<file path="config.mk">
export PLATFORM = sky130hd
export DESIGN_NAME = csr_tohost_unit
export DESIGN_NICKNAME = d
export VERILOG_FILES = /design/src/rtl/csr_tohost_unit.sv
export SDC_FILE = /design/constraint.sdc
export NUM_CORES = 1
export LEC_CHECK = 0
export ABC_CLOCK_PERIOD_IN_PS = 3500
export CAP_MARGIN = 30
export CORE_MARGIN = 2
export CORE_UTILIZATION = 50
export DETAILED_ROUTE_END_ITERATION = 8
export GPL_TIMING_DRIVEN = 0
export MAX_ROUTING_LAYER = met4
export PLACE_DENSITY = 0.73
export SETUP_SLACK_MARGIN = 0.1
export SLEW_MARGIN = 0
export SYNTH_ARGS = -nofsm -noshare
export SYNTH_HDL_FRONTEND = slang
export SYNTH_SLANG_ARGS = --single-unit
</file>
<file path="constraint.sdc">
create_clock -name clk -period 3.5 [get_ports clk]
set_input_delay 0.7 -clock clk [delete_from_list [all_inputs] [get_ports clk]]
set_output_delay 0.7 -clock clk [all_outputs]
set_load 0.005 [all_outputs]
</file>
<file path="src/rtl/csr_tohost_unit.sv">
// Zicsr execution unit for tohost (0x51e) and the read-only cycle/instret counters.
// A RUN/HALT machine freezes tohost and the counters once a test reports done via tohost[0].
module csr_tohost_unit #(
  parameter logic [11:0] TOHOST_ADDR  = 12'h51e,
  parameter logic [31:0] RESET_TOHOST = 32'h0000_0000
) (
  input  logic        clk,
  input  logic        rst,
  input  logic        csr_valid,
  input  logic        stall,
  input  logic        flush,
  input  logic [2:0]  csr_funct3,
  input  logic [11:0] csr_addr,
  input  logic [4:0]  csr_rs1_idx,
  input  logic [31:0] csr_rs1_data,
  input  logic        inst_retire,
  output logic [31:0] csr_rdata,
  output logic [31:0] tohost,
  output logic        halted,
  output logic        illegal
);

  localparam int unsigned XLEN  = 32;
  localparam int unsigned CNT_W = 64;

  localparam logic [11:0] ADDR_CYCLE    = 12'hC00;
  localparam logic [11:0] ADDR_CYCLEH   = 12'hC80;
  localparam logic [11:0] ADDR_INSTRET  = 12'hC02;
  localparam logic [11:0] ADDR_INSTRETH = 12'hC82;

  localparam logic [2:0] F3_RW  = 3'b001;
  localparam logic [2:0] F3_RS  = 3'b010;
  localparam logic [2:0] F3_RC  = 3'b011;
  localparam logic [2:0] F3_RWI = 3'b101;
  localparam logic [2:0] F3_RSI = 3'b110;
  localparam logic [2:0] F3_RCI = 3'b111;

  typedef enum logic [0:0] {
    RUN  = 1'b0,
    HALT = 1'b1
  } state_t;

  state_t            state_q, state_d;
  logic [XLEN-1:0]   tohost_q;
  logic [CNT_W-1:0]  cycle_q;
  logic [CNT_W-1:0]  instret_q;
  logic              illegal_q;

  logic              legal_f3;
  logic              wr_req;
  logic              is_tohost;
  logic              is_counter;
  logic [XLEN-1:0]   operand;
  logic [XLEN-1:0]   tohost_new;
  logic              commit;
  logic              tohost_we;
  logic              illegal_d;
  logic              halt_req;
  logic              cnt_en;

  // Instruction decode: legality, operand source and whether a write is requested.
  always_comb begin
    legal_f3 = 1'b0;
    case (csr_funct3)
      F3_RW, F3_RS, F3_RC, F3_RWI, F3_RSI, F3_RCI: legal_f3 = 1'b1;
      default:                                     legal_f3 = 1'b0;
    endcase
    operand    = csr_funct3[2] ? XLEN'(csr_rs1_idx) : csr_rs1_data;
    wr_req     = (csr_funct3[1:0] == 2'b01) || (csr_rs1_idx != 5'd0);
    is_tohost  = (csr_addr == TOHOST_ADDR);
    is_counter = !is_tohost &&
                 ((csr_addr == ADDR_CYCLE)   || (csr_addr == ADDR_CYCLEH) ||
                  (csr_addr == ADDR_INSTRET) || (csr_addr == ADDR_INSTRETH));
  end

  // Combinational read of the pre-edge register value.
  always_comb begin
    csr_rdata = '0;
    if (is_tohost) begin
      csr_rdata = tohost_q;
    end else begin
      case (csr_addr)
        ADDR_CYCLE:    csr_rdata = cycle_q[31:0];
        ADDR_CYCLEH:   csr_rdata = cycle_q[63:32];
        ADDR_INSTRET:  csr_rdata = instret_q[31:0];
        ADDR_INSTRETH: csr_rdata = instret_q[63:32];
        default:       csr_rdata = '0;
      endcase
    end
  end

  // Read-modify-write value for tohost.
  always_comb begin
    tohost_new = tohost_q;
    case (csr_funct3[1:0])
      2'b01:   tohost_new = operand;
      2'b10:   tohost_new = tohost_q | operand;
      2'b11:   tohost_new = tohost_q & ~operand;
      default: tohost_new = tohost_q;
    endcase
  end

  // Commits are dropped entirely once halted.
  assign commit    = csr_valid && !stall && !flush && legal_f3 && (state_q == RUN);
  assign tohost_we = commit && is_tohost && wr_req;
  assign illegal_d = commit && !is_tohost && (!is_counter || wr_req);
  assign halt_req  = tohost_we && tohost_new[0];

  // Next-state logic.
  always_comb begin
    state_d = state_q;
    cnt_en  = 1'b0;
    case (state_q)
      RUN: begin
        cnt_en = 1'b1;
        if (halt_req) begin
          state_d = HALT;
        end
      end
      HALT: begin
        state_d = HALT;
      end
      default: begin
        state_d = RUN;
      end
    endcase
  end

  always_ff @(posedge clk or negedge rst) begin
    if (!rst) begin
      state_q <= RUN;
    end else begin
      state_q <= state_d;
    end
  end

  // Architectural registers; the halting edge still counts.
  always_ff @(posedge clk or negedge rst) begin
    if (!rst) begin
      tohost_q  <= RESET_TOHOST;
      cycle_q   <= '0;
      instret_q <= '0;
      illegal_q <= 1'b0;
    end else begin
      illegal_q <= illegal_d;
      if (tohost_we) begin
        tohost_q <= tohost_new;
      end
      if (cnt_en) begin
        cycle_q   <= cycle_q + CNT_W'(1);
        instret_q <= instret_q + CNT_W'(inst_retire);
      end
    end
  end

  assign tohost  = tohost_q;
  assign halted  = (state_q == HALT);
  assign illegal = illegal_q;

endmodule

</file>
==> qor.txt, run 1 <==
Crit. Startpoint = csr_addr[5]
Post-layout minimum cycle time = 3.35 ns
Total vias in the final route = 7922
Number of hold buffers added after cts = 0
Type of destination of the critical path = output port
Number of standard cells in the final layout excluding fillers = 1334
Total area of multi-input combinational cells = 0.00450 sq mm
Share of cells above drive strength 1 = 12.3%
Fin worst setup slack = 0.153 ns
Initial detailed-routing violation count = 787
Boundary pin count = 124
Critical path, cell by cell = clkdlybuf4s15_1, or4b_4, nor2_4, nand3_4, nor3_4, clkbuf_8, buf_6, a221o_1, buf_2
Clock tree from TritonCTS = done
Worst min-delay path class = input pin to asynchronous set/reset pin
Pin count of the biggest net entering global routing = 99
Setup repair after global routing missed its margin = yes
DRC violation count after routing = 0
Via count of the first global-routing pass = 7705
Average detailed-routed wire length per instance = 20.1 um
Core outline area = 0.0173 sq mm
Final Hold Fails = 0
Slew @ Worst Pin = 0.702 ns
Via density = 5.94
Syn Inst Count = 931
Overall routed net length = 26.9 mm
P per Cell Area = 398 mW/mm^2
First-pass iteration count of the detailed router = 5
Maximum operating frequency = 299 MHz
Slew margin rel. = 52.8%
Number of maximum-capacitance violations = 0
Synth unique cells = 44
Number of enable flip-flop cells after synthesis = 0
# rows = 48
Post-detailed-placement half-perimeter wirelength = 19.5 mm
Post-synthesis cell type with the largest combined area = sky130_fd_sc_hd__dfrtp_1
Number of cell instances on the worst register-to-register path = 7
Clock skew after layout = 0.00869 ns
WP data arrival = 2.65 ns
CTS clock-pin slew for the worst setup and hold paths = 0.07 ns
Area grow syn2layout = 28.5%
Cell at the slowest stage of the critical path = sky130_fd_sc_hd__or4b_4
GRT Resource Usage Total = 30.5%
Fraction of synthesis flops using an asynchronous set or reset pin = 100%
Clock latency at the later pin of the worst-skew pair = 0.43 ns
Most frequently used flop master after synthesis = sky130_fd_sc_hd__dfrtp_1
Starting utilization of the core area = 51.0%
Fin crit share = 95.6%
Post-Place Cells = 1277
Capture instance of the worst register-to-register path = instret_q[43]
Mean instance size in the synthesized netlist = 9.48 sq um
Fraction of the yosys area taken by sequential cells = 45.9%
Area contributors post-synth = sky130_fd_sc_hd__dfrtp_1 46%, sky130_fd_sc_hd__xor2_1 6.6%, sky130_fd_sc_hd__xnor2_1 5.8%, sky130_fd_sc_hd__a221o_1 4.1%, sky130_fd_sc_hd__nor2_1 3.7%
Static leakage = 5.17 nW
Chip Width = 137 um
Worst setup slack for register-to-register paths = 0.32 ns
Capture point of the worst path = csr_rdata[15]
Layout net count = 1158
Data required time at the worst endpoint = 2.80 ns
Number of buffers added by the clock tree synthesis step = 17
Antenna diode count = 0
Clock tree sinks = 162
Yosys warning total = 0
Crit Path Max Fanout = 4
Outcome = completed
Fraction of post-synthesis cell area in the top cell type by area = 45.9%
Filler cell count in the final layout = 1413
Delay of the slowest cell on the worst path = 0.53 ns
Post-synthesis cell area = 0.00882 sq mm
Cell at the root of the clock tree = sky130_fd_sc_hd__clkbuf_16
Global placement routability congestion = 0.945
Remaining antenna violation count = 0
Kind of critical path = input pin to output port
Final setup fails = 0
Pre-CTS setup slack = -1.35 ns
Max-slew violation count = 0
Number of I/O port buffers = 120
Maximum count of clock buffers along a single path = 2
Die height = 137 um
Aggregate global routing overflow = 0
Htree depth = 4
Nature of the critical path startpoint = input pin
Post-synth net total = 992
First-pass GRT wire length = 41.9 mm
Register cell area after layout = 0.00405 sq mm
Die area = 0.0187 sq mm
Source of the worst register-to-register timing path = halted
Maximum vdd drop = 0.371 mV
Antenna violations before repair = 0
Post-synthesis register bit count = 162
[cell type report]
type,instances,area share [%]
buffer,45,2.77
clock buffer,19,3.91
clock inverter,12,1.40
inverter,55,1.82
multi-input combinational,668,39.7
sequential,162,35.8
tap,225,2.48
timing repair buffer,148,12.2
[routing by layer]
layer	global-route usage, %	vias up	part of all wire (%)
met5	-	-	0
met4	10.0	0	2.8
met3	5.30	56	6.2
met2	48.2	278	49
met1	40.1	3953	42
li1	-	3635	-
[metrics by stage]
stage / total power (W) / setup TNS [ns] / utilization (%) / hold WS (ns) / area (sq um)
2_1_floorplan: 0.00234 / 0 / - / 0.404 / 8820
3_3_place_gp: 0.00258 / -841.80 / 59.6 / 0.460 / 10300
3_5_place_dp: 0.00260 / -46.16 / 59.8 / 0.459 / 10300
4_1_cts: 0.00452 / 0 / 65.4 / 0.227 / 11300
5_1_grt: 0.00466 / 0 / 65.5 / 0.245 / 11300
6_report: 0.00451 / 0 / 65.5 / 0.211 / 11300
[placed cells by master (no fill, tap or decap), types with 5 or more instances in the layout]
| master | Yosys | layout |
|---|---|---|
| sky130_fd_sc_hd__a21oi_1 | 49 | 46 |
| sky130_fd_sc_hd__a221o_1 | 36 | 36 |
| sky130_fd_sc_hd__a22oi_1 | 11 | 11 |
| sky130_fd_sc_hd__and3_1 | 18 | 18 |
| sky130_fd_sc_hd__buf_2 | 2 | 22 |
| sky130_fd_sc_hd__buf_4 | 0 | 16 |
| sky130_fd_sc_hd__buf_6 | 2 | 11 |
| sky130_fd_sc_hd__clkbuf_1 | 39 | 28 |
| sky130_fd_sc_hd__clkbuf_16 | 0 | 19 |
| sky130_fd_sc_hd__clkbuf_8 | 0 | 10 |
| sky130_fd_sc_hd__clkdlybuf4s15_1 | 0 | 6 |
| sky130_fd_sc_hd__clkdlybuf4s50_1 | 0 | 78 |
| sky130_fd_sc_hd__clkinvlp_4 | 0 | 5 |
| sky130_fd_sc_hd__dfrtp_1 | 162 | 162 |
| sky130_fd_sc_hd__dlygate4sd2_1 | 0 | 9 |
| sky130_fd_sc_hd__inv_1 | 55 | 55 |
| sky130_fd_sc_hd__mux2_2 | 12 | 12 |
| sky130_fd_sc_hd__mux2i_1 | 25 | 25 |
| sky130_fd_sc_hd__nand2_1 | 51 | 51 |
| sky130_fd_sc_hd__nand2b_1 | 32 | 32 |
| sky130_fd_sc_hd__nand3_1 | 42 | 41 |
| sky130_fd_sc_hd__nand4_1 | 26 | 26 |
| sky130_fd_sc_hd__nor2_1 | 87 | 78 |
| sky130_fd_sc_hd__nor2_4 | 0 | 7 |
| sky130_fd_sc_hd__nor3_1 | 41 | 40 |
| sky130_fd_sc_hd__nor4_1 | 37 | 36 |
| sky130_fd_sc_hd__o21ai_0 | 5 | 5 |
| sky130_fd_sc_hd__o22ai_1 | 27 | 27 |
| sky130_fd_sc_hd__or3_1 | 8 | 8 |
| sky130_fd_sc_hd__xnor2_1 | 58 | 58 |
| sky130_fd_sc_hd__xor2_1 | 66 | 66 |
[flip-flops by register name (all words and copies together) (netlist names)]
signal,cells
cycle_q,64
instret_q,64
halted,1
illegal,1
tohost,32
[kinds of logic (layout without fill, tap and decap cells)]
family          after synthesis  after routing  share of synthesized area [%]
xor+xnor                    124            124                           12.3
compound gates              134            134                           10.5
mux                          37             37                           4.37
fa+ha+maj                     3              3                          0.425
simple gates                370            370                           22.0
flops                       162            162                           45.9
buf+inv                     101            279                           4.50
[worst max-delay path: cells and delay by family]
kind	cells	cell delay [ns]
and+or+nand+nor	4	1.15
AOI/OAI and AO/OA	1	0.18
buffers and inverters	4	0.61
[cells in the mapped netlist (18+ instances only)]
cell type                  instances
sky130_fd_sc_hd__a21oi_1          49
sky130_fd_sc_hd__nor3_1           41
sky130_fd_sc_hd__dfrtp_1         162
sky130_fd_sc_hd__clkbuf_1         39
sky130_fd_sc_hd__nand2_1          51
sky130_fd_sc_hd__o22ai_1          27
sky130_fd_sc_hd__nor2_1           87
sky130_fd_sc_hd__nand3_1          42
sky130_fd_sc_hd__xnor2_1          58
sky130_fd_sc_hd__xor2_1           66
sky130_fd_sc_hd__inv_1            55
sky130_fd_sc_hd__and3_1           18
sky130_fd_sc_hd__mux2i_1          25
sky130_fd_sc_hd__nand4_1          26
sky130_fd_sc_hd__a221o_1          36
sky130_fd_sc_hd__nor4_1           37
sky130_fd_sc_hd__nand2b_1         32
[worst min-delay path by stage]
| stage | startpoint | endpoint | cells past startpoint |
|---|---|---|---|
| after floorplan | rst | cycle_q[0] | 0 |
| after global placement | cycle_q[63] | cycle_q[63] | 1 |
| after detailed placement | instret_q[63] | instret_q[63] | 1 |
| after CTS | rst | instret_q[25] | 1 |
| after global routing | rst | instret_q[26] | 1 |
| final | rst | instret_q[25] | 1 |
[repair_timing]
action / 4_1_cts / 5_1_grt
pin swaps: 17 / 5
gates cloned: 3 / 0
buffers inserted: 21 / 3
resized for setup: 190 / 5
endpoints found under the setup margin: 34 / 29
[power by group]
part	leakage (nW)	switching, W	internal (W)	total (W)
clock network	0.278	0.000790	0.00114	0.00193
registers	2.03	0.000150	0.00197	0.00212
logic	2.86	0.000219	0.000245	0.000464
Note: power is estimated with default switching activity, not from simulation.
==> run 2, diff against run 1 <==
Settings changed: CELL_PAD_IN_SITES_DETAIL_PLACEMENT set to 1, CELL_PAD_IN_SITES_GLOBAL_PLACEMENT set to 1, CORE_UTILIZATION 50 to 43, PLACE_DENSITY 0.73 to 0.8, SETUP_SLACK_MARGIN 0.1 to not set.
==> run 2 against run 1 <==
Register-to-register slack improved by 0.07 ns. Setup slack got worse by 0.092 ns. Critical path depth increased by 2. Clock power increased by 4%. Total power increased by 2.4%. Clock skew increased by 0.0044 ns. Combinational power increased by 5.0%. Critical endpoint is now csr_rdata[10]. Highest routed layer unchanged.
==> qor.txt, run 2 (synthesized netlist as in run 1, its figures left out) <==
Fin worst setup slack = 0.0611 ns
Cell at the root of the clock tree = sky130_fd_sc_hd__clkbuf_16
Static leakage = 5.19 nW
Boundary pin count = 124
Maximum operating frequency = 291 MHz
Kind of critical path = input pin to output port
Initial detailed-routing violation count = 711
Maximum count of clock buffers along a single path = 2
CTS clock-pin slew for the worst setup and hold paths = 0.07 ns
Layout net count = 1153
Die height = 147 um
Pre-CTS setup slack = -1.38 ns
Cell area after placement = 0.0104 sq mm
Final Hold Fails = 0
Switching power of the nets = 0.00126 W
Outcome = completed
Crit Path Max Fanout = 5
Nature of the critical path startpoint = input pin
Pin count of the biggest net entering global routing = 106
Post-layout minimum cycle time = 3.44 ns
Worst Hold Margin = 0.180 ns
Aggregate global routing overflow = 0
Cell Int Power = 0.00336 W
P per Cell Area = 409 mW/mm^2
Core outline area = 0.0202 sq mm
Via density = 5.90
WP data arrival = 2.74 ns
Combinational fraction of design power = 10.5%
First-pass iteration count of the detailed router = 4
Area grow syn2layout = 27.9%
Leading cell type in the layout, fill and taps excluded = sky130_fd_sc_hd__dfrtp_1
Slew @ Worst Pin = 0.807 ns
Fin crit share = 98.3%
Die area = 0.0217 sq mm
Clk pwr share = 43.5%
Htree depth = 4
Total vias in the final route = 8120
Overall routed net length = 31.7 mm
Via count of the first global-routing pass = 8648
Share of cells above drive strength 1 = 10.6%
Clock tree from TritonCTS = done
Post-Layout Inst Area = 0.0113 sq mm
Average detailed-routed wire length per instance = 23.1 um
Number of maximum-capacitance violations = 0
Filler cell count in the final layout = 2317
Number of buffers added by the clock tree synthesis step = 17
Remaining antenna violation count = 0
Number of I/O port buffers = 120
Data required time at the worst endpoint = 2.80 ns
Post-detailed-placement half-perimeter wirelength = 22.7 mm
Final setup fails = 0
GRT Resource Usage Total = 31.0%
Starting utilization of the core area = 43.7%
Sequential cell fraction of total power = 46.0%
Maximum vdd drop = 0.400 mV
Clock latency at the later pin of the worst-skew pair = 0.44 ns
Global placement routability congestion = 0.867
DRC violation count after routing = 0
# rows = 52
Clock skew after layout = 0.0131 ns
Slew margin rel. = 45.7%
Net switching fraction of the power = 27.3%
First-pass GRT wire length = 50.1 mm
Clock tree sinks = 162
Commonest non-fill, non-tap cells in the layout = 162 x sky130_fd_sc_hd__dfrtp_1, 84 x sky130_fd_sc_hd__nor2_1, 79 x sky130_fd_sc_hd__clkdlybuf4s50_1
Type of destination of the critical path = output port
Antenna violations before repair = 1
Chip Width = 147 um
Worst min-delay path class = input pin to asynchronous set/reset pin
Max-slew violation count = 0
Setup TNS = 0 ns
Number of hold buffers added after cts = 0
==> run 2: cell types whose count changed in the layout (fill, tap and decap cells not counted), sizes merged <==
cell	change
diode	+1
clkdlybuf4s50	+1
clkbuf	+4
dlymetal6s2s	+2
clkinvlp	-4
dlygate4sd2	+11
clkdlybuf4s15	-8
buf	-17
inv	+7
==> run 2: final timing paths <==
kind,start,endpoint,slack (ns),cells after the start
worst max-delay path,csr_addr[6],csr_rdata[10],0.06,11
worst min-delay path,rst,instret_q[24],0.18,1
worst max register to register,halted,instret_q[49],0.39,7
worst min register to register,cycle_q[63],cycle_q[63],0.49,1
max in group asynchronous,rst,cycle_q[13],2.41,2
min in group clk,cycle_q[63],cycle_q[63],0.49,1
==> run 2: repair_timing <==
action | in CTS | in global routing
setup buffers | 20 | 1
pin swaps | 10 | 10
cloned | 2 | 0
endpoints found under the setup margin | 32 | 47
gates resized for setup | 115 | 27
endpoints found under the hold margin | 0 | 0
==> run 2: metrics by stage <==
step | std cells | util (%) | total power [W]
2_1_floorplan | 931 | - | 0.00234
3_3_place_gp | 1321 | 51.4 | 0.00260
3_5_place_dp | 1322 | 51.5 | 0.00263
4_1_cts | 1376 | 56.1 | 0.00463
5_1_grt | 1376 | 55.9 | 0.00477
6_report | 1376 | 55.9 | 0.00462
==> run 2: routing by layer <==
metal | track usage [%] | wire, um
met5 | - | 0
met4 | 12.3 | 1200
met3 | 4.41 | 1410
met2 | 49.8 | 15900
met1 | 39.9 | 13200
==> run 2: worst max-delay path, cell delays in order <==
cell and delay [ns]:
sky130_fd_sc_hd__dlygate4sd2_1 0.23, sky130_fd_sc_hd__or4b_4 0.55, sky130_fd_sc_hd__nor2_4 0.12, sky130_fd_sc_hd__nand3_4 0.13, sky130_fd_sc_hd__buf_6 0.16, sky130_fd_sc_hd__nor3b_4 0.21, sky130_fd_sc_hd__buf_6 0.14, sky130_fd_sc_hd__buf_8 0.12
sky130_fd_sc_hd__buf_6 0.10, sky130_fd_sc_hd__a221o_1 0.14, sky130_fd_sc_hd__buf_2 0.13
==> run 2: area by class of cell <==
| type | count | area, sq um | share of cell area (%) |
|---|---|---|---|
| tap | 270 | 338 | 2.99 |
| multi-input combinational | 668 | 4440 | 39.4 |
| buffer | 45 | 289 | 2.56 |
| timing repair buffer | 143 | 1330 | 11.8 |
| inverter | 55 | 206 | 1.83 |
| clock inverter | 15 | 195 | 1.73 |
| sequential | 162 | 4050 | 35.9 |
| antenna | 1 | 2.50 | 0.0222 |
| clock buffer | 17 | 425 | 3.77 |
==> run 2: power groups by stage <==
stage | logic [W] | registers (W) | clock network, W
floorplan | 0.000243 | 0.00209 | 0
global placement | 0.000450 | 0.00215 | 0
detailed placement | 0.000472 | 0.00215 | 0
CTS | 0.000484 | 0.00212 | 0.00203
global route | 0.000534 | 0.00214 | 0.00210
finish | 0.000487 | 0.00213 | 0.00201
==> run 3, diff against run 2 <==
Settings changed: CORE_MARGIN 2 to not set.
==> run 3 against run 2 <==
Global-route usage increased by 0.79 points. Count of clock-buffer cells in the layout unchanged. Sequential power about the same. Wire length about the same. Maximum frequency decreased by 1.2%. Critical endpoint is now csr_rdata[6]. Largest cell class unchanged.
==> qor.txt, run 3 (synthesized netlist as in run 1, its figures left out) <==
Outcome = completed
Post-layout minimum cycle time = 3.48 ns
Number of buffers added by the clock tree synthesis step = 17
Initial detailed-routing violation count = 598
Setup repair after global routing missed its margin = yes
Nature of the critical path startpoint = input pin
Fin crit share = 99.4%
Maximum vdd drop = 0.313 mV
Global placement routability congestion = 0.859
Average detailed-routed wire length per instance = 22.9 um
WP data arrival = 2.78 ns
Starting utilization of the core area = 43.7%
P per Cell Area = 394 mW/mm^2
Htree depth = 4
Data required time at the worst endpoint = 2.80 ns
Power, Total = 0.00452 W
Antenna violations before repair = 2
Layout net count = 1161
Final Hold Fails = 0
Number of I/O port buffers = 120
Overall routed net length = 31.7 mm
Core outline area = 0.0202 sq mm
Crit Path Max Fanout = 6
Maximum operating frequency = 287 MHz
Slew @ Worst Pin = 0.845 ns
CTS clock-pin slew for the worst setup and hold paths = 0.07 ns
Area grow syn2layout = 29.8%
Clock tree sinks = 162
Clock latency at the later pin of the worst-skew pair = 0.44 ns
Clock tree from TritonCTS = done
Pin count of the biggest net entering global routing = 97
Die area = 0.0211 sq mm
GRT Resource Usage Total = 31.8%
Cell at the root of the clock tree = sky130_fd_sc_hd__clkbuf_16
Clock skew after layout = 0.0134 ns
Boundary pin count = 124
Max-slew violation count = 0
Number of hold buffers added after cts = 0
Worst min-delay path class = input pin to asynchronous set/reset pin
Number of maximum-capacitance violations = 0
Static leakage = 5.19 nW
Via density = 5.84
Commonest non-fill, non-tap cells in the layout = 162 x sky130_fd_sc_hd__dfrtp_1, 83 x sky130_fd_sc_hd__nor2_1, 79 x sky130_fd_sc_hd__clkdlybuf4s50_1
Cell area after placement = 0.0104 sq mm
Die height = 145 um
Remaining antenna violation count = 0
Type of destination of the critical path = output port
Via count of the first global-routing pass = 8398
# rows = 52
Final setup fails = 0
Maximum count of clock buffers along a single path = 2
Aggregate global routing overflow = 0
DRC violation count after routing = 0
Post-detailed-placement half-perimeter wirelength = 22.3 mm
Total vias in the final route = 8084
First-pass GRT wire length = 49.6 mm
Kind of critical path = input pin to output port
Share of cells above drive strength 1 = 10.9%
Post-Layout Inst Area = 0.0115 sq mm
Worst Hold Margin = 0.216 ns
Slew margin rel. = 43.2%
Chip Width = 145 um
First-pass iteration count of the detailed router = 5
Leading cell type in the layout, fill and taps excluded = sky130_fd_sc_hd__dfrtp_1
run 3: cell count changes in the layout (fill, tap and decap cells not counted), moves of 2 or more:
cell,change
sky130_fd_sc_hd__buf_12,+2
sky130_fd_sc_hd__buf_4,+6
sky130_fd_sc_hd__dlymetal6s2s_1,-2
sky130_fd_sc_hd__bufinv_16,-2
sky130_fd_sc_hd__clkdlybuf4s15_1,+14
sky130_fd_sc_hd__nor2_2,+2
sky130_fd_sc_hd__clkdlybuf4s15_2,+3
sky130_fd_sc_hd__buf_2,-3
sky130_fd_sc_hd__dlygate4sd2_1,-6
sky130_fd_sc_hd__clkbuf_2,-7
sky130_fd_sc_hd__clkbuf_16,+3
run 3: what timing repair did:
action | CTS | global route
pin swaps | 12 | 7
setup buffers | 21 | 5
resized for setup | 113 | 32
endpoints found under the setup margin | 32 | 50
cloned | 4 | 1
run 3: cell type report:
cell class | instances | area (sq um)
Inverter | 55 | 206
Clock inverter | 15 | 165
Sequential cell | 162 | 4050
Clock buffer | 17 | 425
Tap cell | 270 | 338
Multi-Input combinational cell | 668 | 4440
Buffer | 44 | 314
Fill cell | 2267 | 8720
Antenna cell | 2 | 5.00
Timing Repair Buffer | 152 | 1500
run 3: worst paths after layout:
| path | cells after the start | startpoint | slack [ns] | end |
|---|---|---|---|---|
| min | 1 | rst | 0.22 | instret_q[25] |
| max reg2reg | 7 | instret_q[0] | 0.42 | instret_q[28] |
| min reg2reg | 1 | cycle_q[63] | 0.49 | cycle_q[63] |
| max | 9 | csr_addr[9] | 0.02 | csr_rdata[6] |
| max in group asynchronous | 2 | rst | 2.38 | tohost[3] |
| min in group clk | 1 | cycle_q[63] | 0.49 | cycle_q[63] |
run 3: layer usage:
layer	track usage [%]	wire length, um	up-vias
met5	-	0	-
met4	12.8	1070	0
met3	6.54	1630	58
met2	50.0	15400	240
met1	40.2	13600	4134
li1	-	-	3652
run 3: worst max-delay path, stage by stage:
cell	delay, ns
sky130_fd_sc_hd__dlygate4sd2_1	0.23
sky130_fd_sc_hd__or4b_4	0.56
sky130_fd_sc_hd__buf_4	0.16
sky130_fd_sc_hd__nor4_4	0.28
sky130_fd_sc_hd__buf_6	0.16
sky130_fd_sc_hd__buf_12	0.14
sky130_fd_sc_hd__clkbuf_16	0.15
sky130_fd_sc_hd__a221o_1	0.15
sky130_fd_sc_hd__clkdlybuf4s15_1	0.25
run 3: stage by stage:
stage,instances,setup slack (ns),utilization (%),TNS (ns)
floorplan,931,0.467,-,0
global placement,1321,-5.19,51.4,-884.33
detailed placement,1322,-1.32,51.5,-50.04
CTS,1379,0.000826,56.4,0
global route,1385,-0.0249,56.8,-0.0534
finish,1385,0.0207,56.8,0
run 3: where the power goes:
| group | leakage, nW | total (W) | internal (W) | switching (W) |
|---|---|---|---|---|
| logic | 2.87 | 0.000486 | 0.000243 | 0.000243 |
| registers | 2.03 | 0.00212 | 0.00197 | 0.000155 |
| clock network | 0.285 | 0.00191 | 0.00102 | 0.000893 |
| total | 5.19 | 0.00452 | 0.00323 | 0.00129 |
==> edit 1: new RTL, settings of run 2 <==
The localparam `CNT_W` goes from 64 to 68.
--- a/src/rtl/csr_tohost_unit.sv
+++ b/src/rtl/csr_tohost_unit.sv
@@ -22,5 +22,5 @@
 
   localparam int unsigned XLEN  = 32;
-  localparam int unsigned CNT_W = 64;
+  localparam int unsigned CNT_W = 68;
 
   localparam logic [11:0] ADDR_CYCLE    = 12'hC00;
Function: same outputs for any inputs over 10 cycles, from zero or initial values and one cycle with rst low; that may be too few to reach the edited logic, so the function may still have changed.
==> edit 1 against run 2 <==
The flow now finishes with violations (setup timing). Via count decreased by 2.4%. Clock power decreased by 2%. Highest routed layer unchanged. Worst setup slack got worse by 230 ps. Total power decreased by 0.81%. Global-route usage decreased by 2.7 points. Register-to-register slack improved by 220 ps. Core utilization decreased by 0.069 points. Sequential cell count unchanged. Synthesized cell count decreased by 0.97%. Count of clock-buffer cells in the layout unchanged. Maximum frequency decreased by 6.3%. Synthesized area increased by 1.6%. Wire length decreased by 7.0%. Critical path type unchanged. Final area increased by 0.84%.
==> edit 1: results (changes against run 2) <==
Detailed routing
  • DRT Pass-1 Iters: 5 (+1)
  • Metal2 WL: 14.9 mm (-6.6%)
  • Vias/cell: 5.85 (-0.82%)
  • Drt total wl: 29.5 mm (-7.0%)
  • Met1 wire length: 13.1 mm (-0.44%)
  • Total number of vias: 7925 (-2.4%)

Outcome
  • Failing checks: setup timing
  • Status: finished, violations left

Timing
  • Slew HR: 31.8% (-14 points)
  • Total negative slack: -169 ps (-169 ps)
  • Final worst setup slack: -169 ps (-230 ps)
  • Final setup fails: 1 (+1)
  • Clock skew: 18.2 ps (+5.09 ps)

Global routing
  • Met1 GRT Util: 36.5% (-3.4 points)
  • M2 GR Usage: 46.5% (-3.4 points)
  • First-pass GRT wire length: 46.8 mm (-6.4%)

Placed design
  • GPL Wtd Cong: 0.846 (-2.5%)

Final layout
  • Fillers: 2261 (-2.4%)
  • Share of cells above drive strength 1: 13.0% (+2.4 points)
  • Fin nets: 1132 (-1.8%)

Synth
  • Synthesized net count: 983 (-0.91%)
  • Post-synth top cells: dfrtp_1, nor2_1, xnor2_1
  • Synth area leaders: dfrtp_1, xnor2_1, xor2_1

Power
  • Maximum vdd drop: 318 uV (-21%)
  • Static Leak: 5.05 nW (-2.8%)

Setup path
  • Worst-path fanout max: 10 (+5)
  • Slowest stage delay, CP: 500 ps (-50 ps)
  • Slowest CP cell: clkdlybuf4s50_1
-- edit 1: worst paths after layout --
kind	startpoint	to	slack, ps
setup / recovery	csr_addr[0]	csr_rdata[21]	-170
hold / removal	rst	instret_q[34]	270
setup reg to reg	instret_q[0]	instret_q[62]	610
hold reg to reg	instret_q[63]	instret_q[63]	490
max in group asynchronous	rst	cycle_q[15]	2380
min in group clk	instret_q[63]	instret_q[63]	490
-- edit 1: power by group --
group          internal [mW]  switching (mW)  total (mW)
logic                  0.256           0.249       0.506
clock network           1.13           0.845        1.97
registers               1.97           0.136        2.10
total                   3.35            1.23        4.58
-- edit 1: layout make-up --
type | count | area, um2 | share of cell area, %
Clock buffer | 17 | 425 | 3.74
Inverter | 44 | 165 | 1.45
Timing Repair Buffer | 130 | 1260 | 11.1
Tap cell | 270 | 338 | 2.97
Sequential cell | 162 | 4050 | 35.6
Clock inverter | 15 | 185 | 1.63
Buffer | 46 | 325 | 2.86
Multi-Input combinational cell | 670 | 4630 | 40.6
-- edit 1: through the flow --
stage	power, mW	setup WS [ps]	area [um2]
floorplan	2.35	638	8970
global placement	2.59	-5290	10500
detailed placement	2.62	-1060	10500
CTS	4.59	-126	11300
global route	4.74	-222	11400
finish	4.58	-169	11400
-- edit 1: logic make-up (layout without fill, tap and decap cells) --
| logic type | count (synthesis) | after routing | synth area share [%] |
|---|---|---|---|
| compound gates | 133 | 133 | 10.9 |
| xor+xnor | 125 | 125 | 12.2 |
| fa+ha+maj | 3 | 3 | 0.419 |
| buf+inv | 90 | 252 | 4.19 |
| flops | 162 | 162 | 45.2 |
| mux | 37 | 37 | 4.59 |
| simple gates | 372 | 372 | 22.5 |
==> edit 2: new RTL, flow settings as in run 2 <==
Made on the original files. Reset style: synchronous (`rst`), changed in 2 clocked blocks.
--- a/src/rtl/csr_tohost_unit.sv
+++ b/src/rtl/csr_tohost_unit.sv
@@ -127,5 +127,5 @@
   end
 
-  always_ff @(posedge clk or negedge rst) begin
+  always_ff @(posedge clk) begin
     if (!rst) begin
       state_q <= RUN;
@@ -136,5 +136,5 @@
 
   // Architectural registers; the halting edge still counts.
-  always_ff @(posedge clk or negedge rst) begin
+  always_ff @(posedge clk) begin
     if (!rst) begin
       tohost_q  <= RESET_TOHOST;
Formal check against the unedited RTL: differs if rst is asserted again (counterexample within 4 cycles, from zero or initial values and one cycle with rst low); with rst held inactive, the same outputs for 10 cycles.
==> edit 2 against run 2 <==
The flow now finishes with violations (setup timing). Clock skew is 2.4 ps higher. Worst setup slack worse by 160 ps. Final area is 0.62% lower. Core utilization is 0.17 points lower. Synthesized area is 0.67% lower. Wire length is 17% higher. Highest routed layer unchanged. Sequential cell count stayed put.
Power is not compared: it rests on default switching activity, and its combinational part moved more than twofold at a synthesized area within 25%.
==> edit 2: results (changes against run 2) <==
Min path
  • Worst Hold Class: reg -> reg

Placed design
  • Placed Area: 10300 um2 (-0.78%)
  • GPL Wtd Cong: 0.961 (+11%)
  • # port buffers: 121 (+0.83%)
  • DP Worst Slack: -1020 ps (+360 ps)
  • Post-DP HPWL: 27.4 mm (+21%)

Global routing
  • Tot GR Track Use: 34.8% (+3.8 points)
  • Largest net degree at the start of global routing: 17 (-84%)
  • Met1 GRT Util: 42.5% (+2.7 points)
  • Vias in the first global route: 9773 (+13%)
  • M2 GR Usage: 56.7% (+6.9 points)
  • GRT overflow: 0 (unchanged)
  • First-pass GRT wire length: 56.4 mm (+13%)
  • Initial antenna violation count: 0 (-1)
  • Met3 Usage GRT: 5.50% (+1.1 points)

Final layout
  • Fin cells: 1543 (+12%)
  • Ant. Diodes: 0 (-1)
  • Fin nets: 1321 (+15%)
  • Fillers: 2417 (+4.3%)
  • Share of cells above drive strength 1: 14.0% (+3.4 points)

Timing
  • Slew HR: 37.5% (-8.3 points)
  • Final setup fails: 15 (+15)
  • Clock skew: 15.5 ps (+2.37 ps)
  • Final worst setup slack: -101 ps (-162 ps)
  • Hold WS: 513 ps (+332 ps)

Outcome
  • Failing checks: setup timing
  • Status: finished, violations left

Synth
  • Synth area leaders: dfxtp_1, a21oi_1, nand4_1
  • Post-synthesis sequential area ratio: 37.0% (-8.9 points)
  • Top FF cell, synth: dfxtp_1
  • Synthesized net count: 1152 (+16%)
  • Post-synth top cells: dfxtp_1, a21oi_1, nor2_1
  • Syn avg cell area: 8.03 um2 (-15%)
  • Distinct cell type count of the synthesized netlist: 53 (+20%)
  • Ys async rst share: 0% (-100 points)

Detailed routing
  • Met3 WL post-DR: 2.03 mm (+45%)
  • Highest Signal Layer: met4
  • Met1 wire length: 15.4 mm (+17%)
  • DRT Pass-1 Iters: 8 (+4)
  • Metal2 WL: 18.0 mm (+13%)
  • Total number of vias: 9894 (+22%)
  • WL per Instance: 24.0 um (+4.3%)
  • Number of DRC markers in iteration 0: 945 (+33%)

CTS
  • Worst-Skew Late Latency: 450 ps
  • Clock root buffer: clkbuf_16

Setup path
  • Worst EP arrival: 2900 ps (+160 ps)
  • Worst-path fanout max: 6 (+1)
  • R2R Setup Slk: 730 ps (+340 ps)
edit 2: cell types whose count changed after synthesis, moves of 38 or more:
cell / delta
dfxtp_1: +162
o21ai_0: +65
nand2_1: +38
nand4_1: +59
inv_1: -39
a21oi_1: +60
dfrtp_1: -162
edit 2: power by group:
part           leakage (nW)  switching, mW  internal, mW
combinational          2.18          0.120        0.0832
clock                 0.263          0.865          1.01
sequential             1.31        0.00898          1.85
edit 2: area by class of cell:
type	instances	area share, %
clock inverters	13	1.12
multi-input cells	840	47.1
plain buffers	68	3.18
clock buffers	19	3.95
repair buffers	154	12.2
well taps	270	3.01
inverters	17	0.569
flip-flops and latches	162	28.9
edit 2: cells by family after synthesis:
group / synth area share [%]
buffers and inverters: 4.37
AO/OA/AOI/OAI: 19.7
XOR/XNOR: 6.50
AND/OR/NAND/NOR: 30.9
multiplexers: 1.16
adder cells (fa/ha/maj): 0.428
flip-flops: 37.0
edit 2: worst max-delay path, cell delays in order:
cell and delay [ps]:
buf_6 90, or4b_4 520, or4_4 440, buf_12 170, nor3b_4 230, buf_6 140
buf_6 110, buf_6 90, buf_6 110, a22oi_1 100, nand2_1 80, buf_2 120
edit 2: repair_timing:
action | in CTS | in global routing
setup buffers | 21 | 11
endpoints found under the setup margin | 32 | 30
hold endpoints to repair | 0 | 0
pin swaps | 15 | 22
gates cloned | 2 | 0
resized for setup | 181 | 45
edit 2: final timing paths:
path,startpoint,to,cells after the start
min,cycle_q[59],cycle_q[59],2
min reg2reg,cycle_q[59],cycle_q[59],2
max,csr_addr[8],csr_rdata[28],12
max reg2reg,instret_q[6],instret_q[63],6
edit 2: stage by stage:
step                setup TNS [ps]  utilization [%]
floorplan                        0                -
global placement            -30060             51.3
detailed placement          -30780             51.3
CTS                           -681             55.3
global route                 -1810             55.8
finish                        -848             55.8
